--- src/rtl/seg7_scan_driver_pkg.sv ---
// ----------------------------------------------------------------------------
// seg7_scan_driver_pkg
// Shared constants for the seven-segment scan driver. The constants cover the
// digit count, the active-low segment codes (bit order {g,f,e,d,c,b,a}) for
// hex digits 0..F, and the "all dark" patterns for segments and anodes.
// No ports (package).
// ----------------------------------------------------------------------------
package seg7_scan_driver_pkg;

    localparam int unsigned NUM_DIGITS = 8;

    // Active-low segment codes, {g,f,e,d,c,b,a}
    localparam logic [6:0] SEG_HEX_0 = 7'h40;
    localparam logic [6:0] SEG_HEX_1 = 7'h79;
    localparam logic [6:0] SEG_HEX_2 = 7'h24;
    localparam logic [6:0] SEG_HEX_3 = 7'h30;
    localparam logic [6:0] SEG_HEX_4 = 7'h19;
    localparam logic [6:0] SEG_HEX_5 = 7'h12;
    localparam logic [6:0] SEG_HEX_6 = 7'h02;
    localparam logic [6:0] SEG_HEX_7 = 7'h78;
    localparam logic [6:0] SEG_HEX_8 = 7'h00;
    localparam logic [6:0] SEG_HEX_9 = 7'h10;
    localparam logic [6:0] SEG_HEX_A = 7'h08;
    localparam logic [6:0] SEG_HEX_B = 7'h03;
    localparam logic [6:0] SEG_HEX_C = 7'h46;
    localparam logic [6:0] SEG_HEX_D = 7'h21;
    localparam logic [6:0] SEG_HEX_E = 7'h06;
    localparam logic [6:0] SEG_HEX_F = 7'h0E;

    localparam logic [6:0] SEG_OFF = 7'h7F;
    localparam logic [7:0] AN_OFF  = 8'hFF;

endpackage : seg7_scan_driver_pkg

--- src/rtl/seg7_scan_driver_hex_to_seg7.sv ---
// ----------------------------------------------------------------------------
// hex_to_seg7
// Purely combinational hex nibble to seven-segment decoder (active-low).
// Ports:
//   i_nibble [3:0] : hex digit to decode
//   o_seg    [6:0] : segment pattern {g,f,e,d,c,b,a}, 0 = segment lit
// ----------------------------------------------------------------------------
module hex_to_seg7
    import seg7_scan_driver_pkg::*;
(
    input  logic [3:0] i_nibble,
    output logic [6:0] o_seg
);

    always_comb begin
        o_seg = SEG_OFF;
        case (i_nibble)
            4'h0: o_seg = SEG_HEX_0;
            4'h1: o_seg = SEG_HEX_1;
            4'h2: o_seg = SEG_HEX_2;
            4'h3: o_seg = SEG_HEX_3;
            4'h4: o_seg = SEG_HEX_4;
            4'h5: o_seg = SEG_HEX_5;
            4'h6: o_seg = SEG_HEX_6;
            4'h7: o_seg = SEG_HEX_7;
            4'h8: o_seg = SEG_HEX_8;
            4'h9: o_seg = SEG_HEX_9;
            4'hA: o_seg = SEG_HEX_A;
            4'hB: o_seg = SEG_HEX_B;
            4'hC: o_seg = SEG_HEX_C;
            4'hD: o_seg = SEG_HEX_D;
            4'hE: o_seg = SEG_HEX_E;
            4'hF: o_seg = SEG_HEX_F;
            default: o_seg = SEG_OFF;
        endcase
    end

endmodule : hex_to_seg7

--- src/rtl/seg7_scan_driver.sv ---
// ----------------------------------------------------------------------------
// seg7_scan_driver
// Time-multiplexed driver for an 8-digit common-anode seven-segment display.
// Scans one digit per CLK_DIV-cycle slot, darkens the first BLANK_CYCLES of
// every slot against ghosting, snapshots the inputs once per frame so a frame
// never tears, and optionally blanks leading zeros (digit 0 always shows).
// Parameters:
//   CLK_DIV      : io_clk cycles per digit slot (>= 2)
//   BLANK_CYCLES : dark cycles at the start of each slot (< CLK_DIV)
// Ports:
//   io_clk     : clock, rising edge
//   clrn       : asynchronous active-low reset
//   value      : 32-bit word, nibble i -> digit i (digit 0 rightmost)
//   dp_mask    : bit i = 1 lights decimal point of digit i
//   blank_lz   : 1 enables leading-zero blanking
//   enable     : 0 forces all anodes off (scan keeps running)
//   an         : anode selects, active-low
//   seg        : segments {g,f,e,d,c,b,a}, active-low
//   dp         : decimal point, active-low
//   frame_tick : one-cycle pulse after each snapshot load
// ----------------------------------------------------------------------------
module seg7_scan_driver
    import seg7_scan_driver_pkg::*;
#(
    parameter int unsigned CLK_DIV      = 50000,
    parameter int unsigned BLANK_CYCLES = 2
)
(
    input  logic        io_clk,
    input  logic        clrn,
    input  logic [31:0] value,
    input  logic [7:0]  dp_mask,
    input  logic        blank_lz,
    input  logic        enable,
    output logic [7:0]  an,
    output logic [6:0]  seg,
    output logic        dp,
    output logic        frame_tick
);

    localparam int unsigned    PW     = (CLK_DIV > 1) ? $clog2(CLK_DIV) : 1;
    localparam logic [PW-1:0]  P_LAST = PW'(CLK_DIV - 1);
    localparam int unsigned    DW     = $clog2(NUM_DIGITS);
    localparam logic [DW-1:0]  D_LAST = DW'(NUM_DIGITS - 1);

    logic [PW-1:0] r_p;
    logic [DW-1:0] r_d;
    logic [31:0]   r_snap_val;
    logic [7:0]    r_snap_dp;
    logic          r_snap_lz;

    logic          w_slot_end;
    logic          w_frame_end;
    logic [4:0]    w_bit_ofs;
    logic [3:0]    w_nibble;
    logic          w_upper_zero;
    logic          w_lz_blank;
    logic          w_past_blank;
    logic          w_lit;
    logic [6:0]    w_seg;

    assign w_slot_end  = (r_p == P_LAST);
    assign w_frame_end = w_slot_end && (r_d == D_LAST);

    assign w_bit_ofs = {r_d, 2'b00};
    assign w_nibble  = r_snap_val[w_bit_ofs +: 4];

    // Shifting the current digit down to bit 0 leaves exactly nibbles d..7;
    // if that remainder is zero, this digit is a leading zero.
    assign w_upper_zero = ((r_snap_val >> w_bit_ofs) == '0);
    assign w_lz_blank   = r_snap_lz && (r_d != '0) && w_upper_zero;

    assign w_past_blank = (32'(r_p) >= BLANK_CYCLES);
    assign w_lit        = enable && w_past_blank && !w_lz_blank;

    hex_to_seg7 u_hex_to_seg7 (
        .i_nibble (w_nibble),
        .o_seg    (w_seg)
    );

    // Slot prescaler and digit index; keep running regardless of enable.
    always_ff @(posedge io_clk or negedge clrn) begin
        if (!clrn) begin
            r_p <= '0;
            r_d <= '0;
        end else if (w_slot_end) begin
            r_p <= '0;
            r_d <= (r_d == D_LAST) ? '0 : r_d + DW'(1);
        end else begin
            r_p <= r_p + PW'(1);
        end
    end

    // Frame snapshot: inputs are only observed on the last cycle of digit 7.
    always_ff @(posedge io_clk or negedge clrn) begin
        if (!clrn) begin
            r_snap_val <= '0;
            r_snap_dp  <= '0;
            r_snap_lz  <= 1'b0;
        end else if (w_frame_end) begin
            r_snap_val <= value;
            r_snap_dp  <= dp_mask;
            r_snap_lz  <= blank_lz;
        end
    end

    // Registered outputs, one cycle behind (r_p, r_d).
    always_ff @(posedge io_clk or negedge clrn) begin
        if (!clrn) begin
            an         <= AN_OFF;
            seg        <= SEG_OFF;
            dp         <= 1'b1;
            frame_tick <= 1'b0;
        end else begin
            frame_tick <= w_frame_end;
            if (w_lit) begin
                an  <= ~(8'b1 << r_d);
                seg <= w_seg;
                dp  <= ~r_snap_dp[r_d];
            end else begin
                an  <= AN_OFF;
                seg <= SEG_OFF;
                dp  <= 1'b1;
            end
        end
    end

endmodule : seg7_scan_driver

--- config.mk ---
export PLATFORM = sky130hd
export DESIGN_NAME = seg7_scan_driver
export DESIGN_NICKNAME = d
export VERILOG_FILES = /design/src/rtl/seg7_scan_driver_pkg.sv /design/src/rtl/seg7_scan_driver_hex_to_seg7.sv /design/src/rtl/seg7_scan_driver.sv
export SDC_FILE = /design/constraint.sdc
export NUM_CORES = 1
export LEC_CHECK = 0
export ABC_CLOCK_PERIOD_IN_PS = 4200
export CORE_MARGIN = 8
export CORE_UTILIZATION = 60
export CTS_BUF_LIST = sky130_fd_sc_hd__clkbuf_8
export CTS_CLUSTER_SIZE = 28
export DETAILED_ROUTE_END_ITERATION = 10
export PLACE_DENSITY = 0.88
export SLEW_MARGIN = 20
export SYNTH_ARGS = -nofsm -noshare
export SYNTH_HDL_FRONTEND = slang
export SYNTH_SLANG_ARGS = --single-unit
--- constraint.sdc ---
create_clock -name io_clk -period 4.2 [get_ports io_clk]
set_input_delay 1.26 -clock io_clk [delete_from_list [all_inputs] [get_ports io_clk]]
set_output_delay 1.26 -clock io_clk [all_outputs]
set_load 0.05 [all_outputs]
==> results.md, run 1 <==
- Net switching fraction of the power: 0.2089
- Worst slack on hold paths: 0.4771 ns
- Die footprint: 0.009293 mm²
- Average detailed-routed wire length per instance: 16.40 µm
- Portion of the post-synthesis area used by sequential elements: 0.5019
- R2r endpoint: seg[2]
- Post-synthesis average cell area: 9.460 µm²
- 1st-pass router iterations: 6
- Count of unique library cells instantiated by Yosys: 45
- Most frequent CP cell: nand2_1
- First-pass GRT wire length: 15.59 mm
- Min-Delay Startpoint: r_snap_dp[1]
- Routed Antenna Nets: 0
- Sequential share of power: 0.522
- Clock latency at the later pin of the worst-skew pair: 0.35 ns
- Number of H-tree levels: 3
- Cts bufs inserted: 9
- Global-route usage over all layers: 0.2153
- Clock share of power: 0.425
- Clock tree buffer depth: 2
- Die Y: 96.40 µm
- Setup repair bufs after CTS: 0
- WP data arrival: 3.73 ns
- Number of antenna cells inserted: 0
- DR vias/cell: 5.802
- Routability-driven placement congestion ratio: 0.9445
- Post-synthesis instance area: 0.003879 mm²
- Number of rows in the core area: 29
- Post-Route Skew: 0.01093 ns
- Routed wire length: 9.019 mm
- Critical path cell sequence: mux4_2, nand2_1, nand2_1, inv_1, ha_1, nand2_1, a2111oi_0, o2111ai_1, a32o_1, o311ai_0
- RSZ-0062 raised after global routing: false
- Flip-flop and latch count after synthesis: 77
- Worst slew margin: 0.3804
- Non-filler instance count after layout: 550
- Number of antenna violations at the first check in global routing: 0
- Clock period minus worst slack: 3.504 ns
- Area growth from synthesis to final layout: 21.90%
- Crit start category: register
- Via Count: 3191
- Cells on Worst Hold Path: 2
- Req. time, crit path: 4.43 ns
- Number of nets in the finished design: 526
- Minimum setup slack among reg-to-reg paths: 0.70 ns
- Endpoints failing setup: 0
- Number of enable-type register cells in the synthesized netlist: 0
- Floorplan core area: 0.006314 mm²
- Result of the run: finished clean
- Number of buffers inserted by port buffering: 60
- Gates resized, CTS repair: 0
- Power per standard cell area: 302.9 mW/mm²
- Floorplan die width: 96.40 µm
- Number of global-route vias before repair: 3189
- Crit path buffers/inverters: 1
- Gate power share: 0.053
- Transition time at the pin with the least slew margin: 0.9294 ns
- Global route total overflow: 0
- Largest voltage drop on the vdd net: 0.0002331 V
- Total net switching power: 299.3 µW
- Final TNS setup: 0 ns
- Ratio of final minimum period to clock period: 0.8342
- Root Driver: clkbuf_8
- Peak fanout along the critical path: 19
- Type of element capturing the critical path: register
- Share of final-layout standard cells stronger than drive strength 1: 0.09937
- Effective utilization at floorplan: 0.6143
- Type of the worst setup path: reg -> reg
- Ports: 61
- Clock sink count: 77
- Largest net degree at the start of global routing: 78
- Critical R2R Launch: r_d[0]
- Dominant delay contributor by cell family on the critical path: compound AO/OA/AOI/OAI gates
- Hold/Removal Path Class: reg -> reg
- DR iter-0 viols: 246
- Hold violation total from the final report: 0
- Gate Count Post-Synth: 410
- Delay contributed by the slowest stage of the critical path: 0.81 ns
- Number of placed instances with taps included: 533
- Ys flop type: dfrtp_1
- Worst hold endpoint: r_snap_dp[1]
- YS warnings: 0
- Half-perimeter wire length of the detailed placement result: 6.596 mm
- Pins over their slew limit: 0
- Clock tree from TritonCTS: done
- Internal cell power: 1.133 mW
- Synth async-reset ratio: 1.000
- Drc violations: 0
- Clock transition at path regs: 0.08 ns
- Count of maximum capacitance violations: 0
- Cell depth of the worst flop-to-flop path: 10
- Leak Pwr: 1.941 nW
- CP max stage cell: dfrtp_1
- Maximum clock frequency: 0.2854 GHz
- Worst slack after detailed placement: 0.7389 ns
- Net Count, Synth: 468
- PnR worst setup slack: 0.6962 ns
- Number of buffers inserted by hold repair at cts: 0
==> cells in the mapped netlist (6+ instances only) <==
cell / n / area share
a21oi_1: 6 / 0.0077
buf_2: 9 / 0.012
clkbuf_1: 7 / 0.0068
dfrtp_1: 61 / 0.39
dfstp_2: 16 / 0.11
ha_1: 14 / 0.045
inv_1: 8 / 0.0077
mux2i_1: 7 / 0.018
mux4_2: 6 / 0.035
nand2_1: 148 / 0.14
nand3_1: 16 / 0.021
nor2_1: 24 / 0.023
nor3_1: 8 / 0.010
nor4_1: 7 / 0.011
o21ai_0: 6 / 0.0077
xnor2_1: 6 / 0.014
xor2_1: 7 / 0.016
==> power groups by stage <==
| stage | Combinational, mW | Sequential, mW | Clock [mW] |
|---|---|---|---|
| 2_1_floorplan | 0.00557 | 0.773 | 0 |
| 3_3_place_gp | 0.0751 | 0.761 | 0 |
| 3_5_place_dp | 0.0765 | 0.762 | 0 |
| 4_1_cts | 0.0770 | 0.748 | 0.618 |
| 5_1_grt | 0.0828 | 0.748 | 0.652 |
| 6_report | 0.0756 | 0.747 | 0.609 |
==> worst min-delay path, cell delays in order, from the launching register on <==
cell	delay [ns]
dfrtp_1	0.35
nand2_1	0.05
nand2_1	0.05
==> area by class of cell <==
type	instances	area, µm²
Multi-Input combinational cell	306	1804
Timing Repair Buffer	65	630.6
Sequential cell	77	1947
Clock inverter	6	78.83
Fill cell	433	1585
Inverter	9	33.78
Clock buffer	10	137.6
Tap cell	77	96.34
==> state kept, by name, summed over array words and instances, names as in the netlist <==
register	count
r_snap_val	32
r_p	16
an	8
r_snap_dp	8
seg	7
r_d	3
dp	1
frame_tick	1
r_snap_lz	1
==> through the flow <==
stage	util	power [mW]	cell area, µm²
floorplan	-	0.7784	3879
global placement	0.7138	0.8364	4507
detailed placement	0.7138	0.8382	4507
CTS	0.7481	1.442	4723
global route	0.7489	1.482	4728
finish	0.7489	1.432	4728
==> cells in the final DEF, fill, tap and decap left out, types with 2 or more instances in the layout <==
cell type        synthesis  final
o21ai_0                  6      6
mux4_2                   6      6
o311ai_0                 2      2
nand3_1                 16     16
buf_2                    9      2
inv_1                    8     10
or3_1                    2      2
ha_1                    14     14
nor2b_1                  3      3
and2_1                   3      3
mux4_1                   2      2
dfrtp_1                 61     61
or4_1                    2      2
clkdlybuf4s50_1          0     59
nand2_1                148    148
nor4_1                   7      7
nand4_1                  5      5
xor2_1                   7      7
bufinv_16                0      2
buf_4                    0      4
clkbuf_8                 0     10
xnor2_1                  6      6
a22oi_1                  3      3
a21oi_1                  6      6
clkinv_1                 1      2
dfstp_2                 16     16
o211ai_1                 3      3
nor2_1                  24     24
o211ai_2                 2      2
mux2i_1                  7      7
and3_1                   5      5
mux2_2                   2      2
nor3_1                   8      8
nand2b_1                 2      2
o221ai_1                 3      3
==> kinds of logic (layout without fill, tap and decap cells) <==
logic type / count (synthesis) / count (layout) / synth area share
and+or+nand+nor: 228 / 228 / 0.2516
DFF: 77 / 77 / 0.5019
AOI/OAI and AO/OA: 34 / 34 / 0.06678
buffers and inverters: 27 / 90 / 0.03290
muxes: 17 / 17 / 0.07226
adders and majority gates: 14 / 14 / 0.04516
xor gates and xnor gates: 13 / 13 / 0.02936
==> worst max path at each step <==
stage               startpoint      to  slack (ns)  depth (start not counted)
global placement        r_d[0]  seg[2]        0.90                         10
global route            r_d[0]  seg[2]        0.42                         10
finish                  r_d[0]  seg[2]        0.70                         10
detailed placement      r_d[0]  seg[2]        0.74                         10
floorplan               r_d[0]  seg[5]        1.32                         13
CTS                     r_d[0]  seg[2]        0.72                         10
==> metal layers <==
layer | GRT usage | vias to the layer above | wire, µm
li1 | - | 1507 | -
met2 | 0.3462 | 130 | 4523
met5 | 0 | - | 0
met3 | 0.04250 | 20 | 484
met4 | 0.09206 | 0 | 210
met1 | 0.2786 | 1534 | 3802
No activity file was read; power rests on OpenSTA's default activity.
==> run 2, diff against run 1 <==
--- a/config.mk
+++ b/config.mk
@@ -5,13 +5,13 @@
 export SDC_FILE = /design/constraint.sdc
 export NUM_CORES = 1
 export LEC_CHECK = 0
-export ABC_CLOCK_PERIOD_IN_PS = 4200
+export ABC_CLOCK_PERIOD_IN_PS = 3600
 export CORE_MARGIN = 8
-export CORE_UTILIZATION = 60
+export CORE_UTILIZATION = 56
 export CTS_BUF_LIST = sky130_fd_sc_hd__clkbuf_8
 export CTS_CLUSTER_SIZE = 28
 export DETAILED_ROUTE_END_ITERATION = 10
-export PLACE_DENSITY = 0.88
+export PLACE_DENSITY = 0.83
 export SLEW_MARGIN = 20
 export SYNTH_ARGS = -nofsm -noshare
 export SYNTH_HDL_FRONTEND = slang
==> constraint.sdc (replaced) <==
create_clock -name io_clk -period 3.6 [get_ports io_clk]
set_input_delay 1.08 -clock io_clk [delete_from_list [all_inputs] [get_ports io_clk]]
set_output_delay 1.08 -clock io_clk [all_outputs]
set_load 0.05 [all_outputs]
==> results.md, run 2 (synthesized netlist as in run 1, its figures left out) <==
- Clock tree buffer depth: 2 (unchanged)
- Clock sink count: 77 (unchanged)
- Via Count: 3055 (-4.3%)
- DR vias/cell: 5.495 (-5.3%)
- Type of element capturing the critical path: register
- Worst slew margin: 0.4672 (+0.08684)
- Final TNS setup: 0 ns (unchanged)
- Effective utilization at floorplan: 0.5741 (-0.04027)
- Max FFs per register: 32 (unchanged)
- Sequential share of power: 0.539 (+0.017)
- Root Driver: clkbuf_8
- Clock period minus worst slack: 3.209 ns (-0.2951 ns)
- Ratio of final minimum period to clock period: 0.8913 (+0.05708)
- Power per standard cell area: 340.3 mW/mm² (+12%)
- Number of buffers inserted by port buffering: 60 (unchanged)
- Non-filler instance count after layout: 556 (+1.1%)
- Clock share of power: 0.406 (-0.019)
- Filler Cells Inserted: 509 (+18%)
- Crit start category: register
- WP data arrival: 3.44 ns (-0.29 ns)
- Average detailed-routed wire length per instance: 15.64 µm (-4.6%)
- Peak fanout along the critical path: 19 (unchanged)
- Number of buffers inserted by hold repair at cts: 0 (unchanged)
- Number of antenna violations at the first check in global routing: 0 (unchanged)
- Transition time at the pin with the least slew margin: 0.7992 ns (-0.1303 ns)
- Ports: 61 (unchanged)
- Number of rows in the core area: 30 (+3.4%)
- Share of final-layout standard cells stronger than drive strength 1: 0.1113 (+0.01198)
- Net switching fraction of the power: 0.2220 (+0.01310)
- Die footprint: 0.009846 mm² (+5.9%)
- Gate power share: 0.056 (+0.003)
- Number of nets in the finished design: 529 (+0.57%)
- Clock latency at the later pin of the worst-skew pair: 0.35 ns (about the same)
- Internal cell power: 1.259 mW (+11%)
- Die Y: 99.23 µm (+2.9%)
- Routability-driven placement congestion ratio: 0.9838 (+4.2%)
- Type of the worst setup path: reg -> reg
- Routed Antenna Nets: 0 (unchanged)
- First-pass GRT wire length: 14.99 mm (-3.9%)
- Hold violation total from the final report: 0 (unchanged)
- Area growth from synthesis to final layout: 22.58%
- Global route total overflow: 0 (unchanged)
- Clock tree from TritonCTS: done
- Most common cell after layout, fill and taps aside: nand2_1
- Floorplan core area: 0.006756 mm² (+7.0%)
- RSZ-0062 raised after global routing: false
- 1st-pass router iterations: 4 (-2)
- Commonest cells after routing, fill and taps aside: 148 x nand2_1, 60 x dfrtp_1, 59 x clkdlybuf4s50_1
- Post-Route Skew: 0.01518 ns (+0.004245 ns)
- Maximum clock frequency: 0.3116 GHz (+9.2%)
- Number of antenna cells inserted: 0 (unchanged)
- Cts bufs inserted: 9 (unchanged)
- DR iter-0 viols: 138 (-44%)
- Clock transition at path regs: 0.09 ns (about the same)
- Pins over their slew limit: 0 (unchanged)
- Number of global-route vias before repair: 3087 (-3.2%)
- Largest register by flop count: r_snap_val
- Req. time, crit path: 3.83 ns (-0.60 ns)
- Largest net degree at the start of global routing: 43 (-45%)
- Endpoints failing setup: 0 (unchanged)
- Leak Pwr: 1.948 nW (+0.35%)
- Total net switching power: 359.3 µW (+20%)
- Number of H-tree levels: 3 (unchanged)
- Number of placed instances with taps included: 540 (+1.3%)
- Half-perimeter wire length of the detailed placement result: 6.631 mm (+0.54%)
- Instance area at placement: 0.004553 mm² (+1.0%)
- Biggest registers after layout: r_snap_val x32, r_p x16
- Largest voltage drop on the vdd net: 0.0001833 V (-21%)
- Result of the run: finished clean
- Worst slack on hold paths: 0.4793 ns (+0.002205 ns)
- Global-route usage over all layers: 0.1905 (-0.02476)
- Setup repair bufs after CTS: 0 (unchanged)
- Cell area after layout: 0.004755 mm² (+0.56%)
- Count of maximum capacitance violations: 0 (unchanged)
- Floorplan die width: 99.23 µm (+2.9%)
- Drc violations: 0 (unchanged)
- Hold/Removal Path Class: reg -> reg
- Routed wire length: 8.697 mm (-3.6%)
[run 2: final cells by class]
| class | instances | area (µm²) | share of cell area |
|---|---|---|---|
| inverters | 9 | 33.78 | 0.007105 |
| multi-input cells | 306 | 1804 | 0.3795 |
| clock buffers | 10 | 137.6 | 0.02895 |
| well taps | 80 | 100.1 | 0.02105 |
| flip-flops and latches | 77 | 1948 | 0.4097 |
| clock inverters | 6 | 62.56 | 0.01316 |
| repair buffers | 68 | 668.1 | 0.1405 |
[run 2: final timing paths]
check                                   from             end  slack (ns)  cells past startpoint
min in group asynchronous               clrn         r_p[14]        0.81                      1
worst max register to register        r_d[1]          seg[2]        0.39                     10
worst min-delay path            r_snap_dp[5]    r_snap_dp[5]        0.48                      2
max in group asynchronous               clrn  r_snap_val[16]        2.10                      2
worst max-delay path                  r_d[1]          seg[2]        0.39                     10
worst min register to register  r_snap_dp[5]    r_snap_dp[5]        0.48                      2
[run 2: power by group through the flow]
stage / logic (mW) / clock network [mW] / registers, mW
2_1_floorplan: 0.00649 / 0 / 0.902
3_3_place_gp: 0.0900 / 0 / 0.888
3_5_place_dp: 0.0915 / 0 / 0.888
4_1_cts: 0.0918 / 0.673 / 0.872
5_1_grt: 0.0978 / 0.716 / 0.872
6_report: 0.0900 / 0.657 / 0.872
[run 2: what timing repair did]
| item | CTS | global route |
|---|---|---|
| hold endpoints to repair | 0 | 0 |
| resized for setup | 0 | 1 |
| endpoints found under the setup margin | 0 | 2 |
[run 2: through the flow]
stage | setup slack (ns) | util | power [mW]
finish | 0.3912 | 0.7037 | 1.618
global route | 0.03258 | 0.7037 | 1.686
CTS | 0.3735 | 0.7035 | 1.636
detailed placement | 0.4049 | 0.6739 | 0.9795
global placement | 0.6195 | 0.6739 | 0.9781
floorplan | 0.7230 | - | 0.9082
[run 2: worst max-delay path: stages (launching register included)]
cell	delay (ns)
dfrtp_1	0.73
mux4_2	0.41
nand2_1	0.08
nand2_1	0.14
inv_1	0.16
ha_1	0.21
nand2_1	0.06
a2111oi_0	0.40
o2111ai_1	0.27
a32o_1	0.43
o311ai_0	0.18
[run 2: layer usage]
layer	vias up	part of all wire	track usage
met5	-	0	0
met4	0	0.017	0.07567
met3	12	0.044	0.04958
met2	77	0.49	0.3027
met1	1455	0.45	0.2425
li1	1511	-	-
